===== src/rtl/seq_pkg.sv =====
// Shared definitions for the sequential Y86 stage controller: states, icodes, status codes.
package seq_pkg;

  typedef enum logic [2:0] {
    S_IDLE, S_FETCH, S_DECODE, S_EXECUTE, S_MEMORY, S_WRITEBACK, S_PCUPD, S_HALT
  } state_t;

  typedef enum logic [1:0] {
    STAT_AOK = 2'b00,
    STAT_HLT = 2'b01,
    STAT_ADR = 2'b10,
    STAT_INS = 2'b11
  } stat_t;

  localparam logic [3:0] IHALT   = 4'h0;
  localparam logic [3:0] INOP    = 4'h1;
  localparam logic [3:0] IRRMOVQ = 4'h2;
  localparam logic [3:0] IIRMOVQ = 4'h3;
  localparam logic [3:0] IRMMOVQ = 4'h4;
  localparam logic [3:0] IMRMOVQ = 4'h5;
  localparam logic [3:0] IOPQ    = 4'h6;
  localparam logic [3:0] IJXX    = 4'h7;
  localparam logic [3:0] ICALL   = 4'h8;
  localparam logic [3:0] IRET    = 4'h9;
  localparam logic [3:0] IPUSHQ  = 4'hA;
  localparam logic [3:0] IPOPQ   = 4'hB;

  typedef struct packed {
    logic valid;
    logic needs_mem;
    logic writes_reg;
  } icls_t;

endpackage


===== src/rtl/icode_class.sv =====
// Combinational icode classifier: legality, data-memory use and register write-back.
module icode_class
  import seq_pkg::*;
(
  input  logic [3:0] icode,
  output icls_t      cls
);

  always_comb begin
    cls = '0;
    cls.valid = (icode <= IPOPQ);
    case (icode)
      IRMMOVQ, IMRMOVQ, ICALL, IRET, IPUSHQ, IPOPQ: cls.needs_mem = 1'b1;
      default: ;
    endcase
    case (icode)
      IRRMOVQ, IIRMOVQ, IMRMOVQ, IOPQ, ICALL, IRET, IPUSHQ, IPOPQ: cls.writes_reg = 1'b1;
      default: ;
    endcase
  end

endmodule


===== src/rtl/seq_stage_ctrl.sv =====
// Sequential (non-pipelined) Y86 stage sequencer: one stage enable per cycle, status and retire count.
module seq_stage_ctrl
  import seq_pkg::*;
#(
  parameter int CNT_W = 32
) (
  input  logic             clk,
  input  logic             rst_n,
  input  logic             start,
  input  logic [3:0]       icode,
  input  logic             imem_error,
  input  logic             dmem_error,
  input  logic             mem_ready,
  output logic             fetch_en,
  output logic             decode_en,
  output logic             execute_en,
  output logic             memory_en,
  output logic             writeback_en,
  output logic             pcupd_en,
  output logic [1:0]       stat,
  output logic             busy,
  output logic             halted,
  output logic [CNT_W-1:0] retired
);

  state_t           state, state_nx;
  stat_t            stat_q, stat_nx;
  logic [3:0]       icode_q;
  logic [3:0]       cls_icode;
  icls_t            cls;
  logic [CNT_W-1:0] retired_q;

  // The single classifier sees the live icode while fetching and the latched one afterwards.
  assign cls_icode = (state == S_FETCH) ? icode : icode_q;

  icode_class u_cls (
    .icode (cls_icode),
    .cls   (cls)
  );

  always_ff @(posedge clk) begin
    if (!rst_n) begin
      state     <= S_IDLE;
      stat_q    <= STAT_AOK;
      icode_q   <= '0;
      retired_q <= '0;
    end else begin
      state  <= state_nx;
      stat_q <= stat_nx;
      if (state == S_FETCH) icode_q <= icode;
      if (state == S_PCUPD) retired_q <= retired_q + CNT_W'(1);
    end
  end

  always_comb begin
    state_nx = state;
    stat_nx  = stat_q;
    case (state)
      S_IDLE:    if (start) state_nx = S_FETCH;
      S_FETCH: begin
        if (imem_error) begin
          stat_nx  = STAT_ADR;
          state_nx = S_HALT;
        end else if (!cls.valid) begin
          stat_nx  = STAT_INS;
          state_nx = S_HALT;
        end else begin
          state_nx = S_DECODE;
        end
      end
      S_DECODE:  state_nx = S_EXECUTE;
      S_EXECUTE: begin
        if (cls.needs_mem)       state_nx = S_MEMORY;
        else if (cls.writes_reg) state_nx = S_WRITEBACK;
        else                     state_nx = S_PCUPD;
      end
      // Unbounded wait on the data memory; dmem_error only counts once the access completes.
      S_MEMORY: begin
        if (mem_ready) begin
          if (dmem_error) begin
            stat_nx  = STAT_ADR;
            state_nx = S_HALT;
          end else if (cls.writes_reg) begin
            state_nx = S_WRITEBACK;
          end else begin
            state_nx = S_PCUPD;
          end
        end
      end
      S_WRITEBACK: state_nx = S_PCUPD;
      S_PCUPD: begin
        if (icode_q == IHALT) begin
          stat_nx  = STAT_HLT;
          state_nx = S_HALT;
        end else begin
          state_nx = S_FETCH;
        end
      end
      S_HALT:  state_nx = S_HALT;
      default: state_nx = S_IDLE;
    endcase
  end

  assign fetch_en     = (state == S_FETCH);
  assign decode_en    = (state == S_DECODE);
  assign execute_en   = (state == S_EXECUTE);
  assign memory_en    = (state == S_MEMORY);
  assign writeback_en = (state == S_WRITEBACK);
  assign pcupd_en     = (state == S_PCUPD);
  assign busy         = fetch_en | decode_en | execute_en | memory_en | writeback_en | pcupd_en;
  assign halted       = (state == S_HALT);
  assign stat         = stat_q;
  assign retired      = retired_q;

endmodule

===== config.mk =====
export PLATFORM = sky130hd
export DESIGN_NAME = seq_stage_ctrl
export DESIGN_NICKNAME = d
export VERILOG_FILES = /design/src/rtl/seq_pkg.sv /design/src/rtl/icode_class.sv /design/src/rtl/seq_stage_ctrl.sv
export SDC_FILE = /design/constraint.sdc
export NUM_CORES = 1
export LEC_CHECK = 0
export CORE_MARGIN = 4
export CORE_UTILIZATION = 53
export DETAILED_ROUTE_END_ITERATION = 6
export PLACE_DENSITY = 0.85
export SYNTH_ARGS = -nofsm -noshare
export SYNTH_HDL_FRONTEND = slang
export SYNTH_SLANG_ARGS = --single-unit

===== constraint.sdc =====
create_clock -name clk -period 4.05 [get_ports clk]
set_clock_uncertainty 0.15 [all_clocks]
set_input_delay 0.81 -clock clk [delete_from_list [all_inputs] [get_ports clk]]
set_output_delay 0.81 -clock clk [all_outputs]
set_load 0.03 [all_outputs]

==> reports/metrics.yaml, run 1 <==
cts:
  clk_pin_slew_ns: 0.07
  root_buffer: "clkbuf_8"
  cts_sinks: 41
  clk_latency_ns: 0.30
  postCtsResizedCells: 0
  cts_tree: "built"
  cts_made_buffers: 5
  cts_buffer_depth: 2
  cts_setup_buffers: 0
  cts_hold_buf: 0
  htree_levels: 2
grt:
  antenna_found_initial: 0
  gr-total-overflow: 0
  use_met3_pct: 6.171
  grt_max_degree: 38
  busiest_layer: "met2"
  grt.met1_usage_pct: 27.09
  grt_usage_pct: 19.77
  use_met2_pct: 29.90
  grt_pass1_wl_mm: 8.121
  first_global_vias: 1705
outcome:
  status: "completed"
floorplan:
  die_x_um: 71.50
  dieArea_sq_um: 5112
  io_pins: 52
  start_util_pct: 56.67
  die_h_um: 71.50
  rows: 22
  coreArea_sq_um: 3771
critical_path:
  path_delay_family: "buffers and inverters"
  path_class: "flop to primary output"
  slowest_stage: "clkdlybuf4s50_1"
  path_buf_inv: 2
  cp.required_ns: 3.09
  crit_path_end_kind: "primary output"
  path_cells: "or3b_2 -> inv_2 -> clkdlybuf4s50_1"
  path_max_fanout: 16
  arrival_ns: 2.27
  slowest_delay_ns: 0.70
  startpoint_type: "flop"
synthesis:
  synth_top_flop_cell: "dfxtp_1"
  synthArstFlopShare_pct: 0
  synthesis.area_sq_um: 2137
  synth_nets: 271
  synth_cell_types: 47
  yosysWarnings: 0
  synth_edf_count: 0
  syn_inst: 260
  ys_seq_elements: 41
  synth.avg_cell_area_sq_um: 8.219
  yosysSeqAreaShare_pct: 38.41
sta:
  relSlewSlack_pct: 59.23
  post-route-period-util_pct: 79.77
  worstMarginPinSlew_ns: 0.6107
  finalSetupViolations: 0
  timing_hold_violations_final: 0
  max_clock_freq_mhz: 309.5
  final.min_clock_period_ns: 3.231
  slew_violations: 0
  rsz0062_at_grt: "false"
  finalSetupTns_ns: 0
  worst_hold_slack_ns: 0.3529
pwr:
  ir_drop_v: 0.0004810
  p_per_area_nw_per_um2: 415.7
  power.leakage_uw: 0.0009068
drt:
  viasPerCell: 6.009
  first_pass_iters: 4
  wl_per_cell_um: 14.58
  routed_wl_mm: 5.104
  vias: 2103
  first_iter_violations: 164
  drtAntennaViolNets: 0
  drc: 0
placed_design:
  dp.final_hpwl_mm: 3.624
  port_buffers: 51
  dp_cells: 343
  place_congestion: 0.8652
final_layout:
  nets: 313
  utilization_pct: 72.23
  area_growth_pct: 27.46
  drive_gt1_share_pct: 3.974
  fin_cells: 350
  antenna_cells: 0
worst_hold_path:
  hp-class: "flop to flop"
flow_run:
  cap_violations: 0
## kinds of logic after synthesis
group           share of synthesized area (%)
buf+inv                                 4.684
fa+ha+maj                              0.5854
xor+xnor                                3.689
compound gates                          19.32
simple gates                            31.44
flops                                   38.41
mux                                     1.874
## path summary, 6_finish.rpt
| path | startpoint | cells after the start | to | slack, ns |
|---|---|---|---|---|
| worst max register to register | state[1]$_SDFFE_PN0P_ | 4 | retired[18]$_SDFFE_PN0P_ | 1.56 |
| worst max-delay path | state[0]$_SDFFE_PN0P_ | 3 | fetch_en | 0.82 |
| worst min-delay path | retired[22]$_SDFFE_PN0P_ | 2 | retired[22]$_SDFFE_PN0P_ | 0.35 |
| worst min register to register | retired[22]$_SDFFE_PN0P_ | 2 | retired[22]$_SDFFE_PN0P_ | 0.35 |
## power by group
part / internal [uW] / switching, uW
clock network: 135 / 134
registers: 433 / 66.1
logic: 169 / 196
## Yosys cell counts, types with 3 or more instances
cell | instances | area [sq um]
o21ai_0 | 12 | 60.06
or4_1 | 17 | 127.6
mux2i_1 | 4 | 40.04
dfxtp_1 | 41 | 820.8
a21oi_1 | 26 | 130.1
nand4_1 | 11 | 68.82
xor2_1 | 6 | 52.55
or3_1 | 11 | 68.82
o31ai_1 | 13 | 97.59
nor2_1 | 20 | 75.07
clkbuf_1 | 11 | 41.29
nand2_1 | 19 | 71.32
nor2b_1 | 4 | 25.02
inv_1 | 6 | 22.52
nor3b_1 | 3 | 22.52
xnor2_1 | 3 | 26.28
nand3_1 | 12 | 60.06
## state kept, by name, summed over array words and instances (netlist names)
signal,flops
retired,32
stat,2
state,3
icode_q,4
## cell usage in the layout (no fill, tap or decap), drive strengths merged, types with 2 or more instances in the layout
master / synthesis / routed
a211o: 2 / 2
inv: 8 / 8
a21oi: 26 / 26
o21a: 2 / 2
nand4: 12 / 12
nor4: 2 / 2
xor2: 6 / 6
nand4b: 2 / 2
nor2: 20 / 20
nand3: 12 / 12
xnor2: 3 / 3
a211oi: 2 / 2
nor3b: 3 / 3
nor3: 2 / 2
and3: 2 / 2
nor2b: 4 / 4
dfxtp: 41 / 41
o31ai: 13 / 13
or4: 17 / 17
clkdlybuf4s50: 0 / 51
clkbuf: 11 / 7
or3: 11 / 11
o21ai: 12 / 12
mux2i: 4 / 4
o31a: 2 / 2
nand2: 19 / 19
and4: 2 / 2
## stage by stage
step           total power (uW)  setup WS [ns]  area [sq um]
6_report                   1132         0.8192          2724
5_1_grt                    1200         0.6567          2724
4_1_cts                    1136         0.8290          2724
3_5_place_dp              868.7          1.161          2638
3_3_place_gp              865.6          1.175          2638
2_1_floorplan             766.6          1.640          2137
## layout make-up
cell class | instances | area [sq um]
Inverter | 8 | 30.03
Sequential cell | 41 | 820.8
Fill cell | 317 | 1047
Clock buffer | 7 | 86.33
Multi-Input combinational cell | 195 | 1216
Tap cell | 48 | 60.06
Timing Repair Buffer | 51 | 510.5
## layer usage
| metal | routed length, um | part of all wire (%) |
|---|---|---|
| met1 | 2469 | 48 |
| met3 | 254 | 5.0 |
| met2 | 2318 | 45 |
| met4 | 61 | 1.2 |
| met5 | 0 | 0 |
## worst register-to-register path, cell delays in order, from the launching register on
cell      delay (ns)
dfxtp_1         0.68
nand4b_4        0.20
or4_1           0.73
or4_1           0.53
a21oi_1         0.14
(Power assumes the default switching activity.)
==> run 2, diff against run 1 <==
--- a/config.mk
+++ b/config.mk
@@ -6,9 +6,9 @@
 export NUM_CORES = 1
 export LEC_CHECK = 0
 export CORE_MARGIN = 4
-export CORE_UTILIZATION = 53
+export CORE_UTILIZATION = 44
 export DETAILED_ROUTE_END_ITERATION = 6
-export PLACE_DENSITY = 0.85
+export PLACE_DENSITY = 0.75
 export SYNTH_ARGS = -nofsm -noshare
 export SYNTH_HDL_FRONTEND = slang
 export SYNTH_SLANG_ARGS = --single-unit
==> constraint.sdc (replaced) <==
create_clock -name clk -period 2.95 [get_ports clk]
set_clock_uncertainty 0.15 [all_clocks]
set_input_delay 0.59 -clock clk [delete_from_list [all_inputs] [get_ports clk]]
set_output_delay 0.59 -clock clk [all_outputs]
set_load 0.03 [all_outputs]
==> run 2 against run 1 <==
Net effect: combinational power rose by 60%; worst hold slack improved by 0.0018 ns; worst setup slack worse by 0.66 ns; register-to-register slack worse by 1.0 ns; wire length decreased by 1.4%; largest cell class unchanged; highest routed layer unchanged.
==> reports/metrics.yaml, run 2 (synthesis results as in run 1) <==
outcome:
  status: "completed"
drt:
  drtAntennaViolNets: 0  # unchanged
  drc: 0  # unchanged
  first_pass_iters: 4  # unchanged
  vias: 2123  # +0.95%
  wl_per_cell_um: 13.42  # -8.0%
  routed_wl_mm: 5.033  # -1.4%
  first_iter_violations: 120  # -27%
  viasPerCell: 5.661  # -5.8%
floorplan:
  start_util_pct: 45.25  # -11 points
  coreArea_sq_um: 4723  # +25%
  die_x_um: 77.69  # +8.7%
  io_pins: 52  # unchanged
  dieArea_sq_um: 6036  # +18%
  rows: 25  # +14%
  die_h_um: 77.69  # +8.7%
critical_path:
  crit_path_end_kind: "primary output"
  cp.required_ns: 2.21  # -0.88 ns
  startpoint_type: "flop"
  arrival_ns: 2.05  # -0.22 ns
  path_class: "flop to primary output"
  path_max_fanout: 8  # -8
placed_design:
  port_buffers: 51  # unchanged
  dp.final_hpwl_mm: 3.633  # +0.25%
  place_congestion: 0.7942  # -8.2%
  place_area_sq_um: 2699  # +2.3%
cts:
  htree_levels: 2  # unchanged
  root_buffer: "clkbuf_8"
  cts_hold_buf: 0  # unchanged
  cts_sinks: 41  # unchanged
  clk_latency_ns: 0.30  # about the same
  cts_buffer_depth: 2  # unchanged
  cts_made_buffers: 5  # unchanged
  cts_tree: "built"
  clk_pin_slew_ns: 0.07  # about the same
grt:
  gr-total-overflow: 0  # unchanged
  grt_max_degree: 33  # -13%
  antenna_found_initial: 0  # unchanged
  first_global_vias: 1934  # +13%
  grt_usage_pct: 17.51  # -2.3 points
  grt_pass1_wl_mm: 8.749  # +7.7%
sta:
  max_clock_freq_mhz: 358.4
  worst_hold_slack_ns: 0.3547  # +0.001788 ns
  final.min_clock_period_ns: 2.790
  rsz0062_at_grt: "false"
  slew_violations: 0  # unchanged
  post-route-period-util_pct: 94.59
  worstMarginPinSlew_ns: 0.4904  # -0.1203 ns
  timing_hold_violations_final: 0  # unchanged
  relSlewSlack_pct: 67.21  # +8.0 points
  finalSetupViolations: 0  # unchanged
  finalSetupTns_ns: 0  # unchanged
pwr:
  power.leakage_uw: 0.0009422  # +3.9%
  p_per_area_nw_per_um2: 571.4  # +37%
  power_uw: 1600  # +41%
  ir_drop_v: 0.0003635  # -24%
final_layout:
  utilization_pct: 59.28  # -13 points
  antenna_cells: 0  # unchanged
  nets: 318  # +1.6%
  area_growth_pct: 31.03
  final_common_cell: "clkdlybuf4s50_1"
  most-common-layout-cells: "clkdlybuf4s50_1, dfxtp_1, a21oi_1"
  largest_reg_flops: 32  # unchanged
  drive_gt1_share_pct: 6.494  # +2.5 points
  postLayoutCellArea_sq_um: 2800  # +2.8%
worst_hold_path:
  hp-class: "flop to flop"
flow_run:
  cap_violations: 0  # unchanged
[run 2: cell types whose count changed in the layout (fill, tap and decap cells not counted), sizes merged]
cell	before	now
clkinv	0	2
clkbuf	7	6
buf	0	5
[run 2: final cells by class]
class / count / area, sq um
Fill cell: 441 / 1923
Clock inverter: 2 / 13.76
Multi-Input combinational cell: 195 / 1221
Tap cell: 67 / 83.83
Sequential cell: 41 / 820.8
Clock buffer: 6 / 82.58
Inverter: 8 / 30.03
Timing Repair Buffer: 56 / 548.0
[run 2: metrics by stage]
step,worst slack [ns],std cells
after floorplan,0.6595,260
after global placement,0.4773,367
after detailed placement,0.4783,367
after CTS,0.1446,375
after global routing,0.08445,375
final,0.1595,375
[run 2: report_power, final]
| group | internal [uW] | switching, uW | total [uW] |
|---|---|---|---|
| Sequential | 594 | 34.5 | 628 |
| Combinational | 256 | 327 | 583 |
| Clock | 190 | 199 | 389 |
[run 2: layer usage]
layer / GRT usage (%) / part of all wire [%] / routed length [um]
met5: 0 / 0 / 0
met4: 4.270 / 1.0 / 51
met1: 22.71 / 47 / 2377
met2: 28.42 / 47 / 2369
met3: 5.220 / 4.6 / 234
[run 2: timing repair]
action / CTS / global route
buffers inserted: 0 / 0
gates resized for setup: 0 / 1
endpoints found under the setup margin: 0 / 1
[run 2: path summary, 6_finish.rpt]
path | start | end | slack (ns) | cells past startpoint
worst max-delay path | state[2]$_SDFFE_PN0P_ | fetch_en | 0.16 | 3
worst min-delay path | stat[0]$_SDFFE_PN0P_ | stat[0]$_SDFFE_PN0P_ | 0.35 | 1
worst max register to register | retired[0]$_SDFFE_PN0P_ | retired[18]$_SDFFE_PN0P_ | 0.56 | 5
worst min register to register | stat[0]$_SDFFE_PN0P_ | stat[0]$_SDFFE_PN0P_ | 0.35 | 1
[run 2: worst max-delay path, stage by stage (launching register included)]
cell             delay, ns
dfxtp_1               0.36
or3b_2                0.53
inv_2                 0.17
clkdlybuf4s50_1       0.70
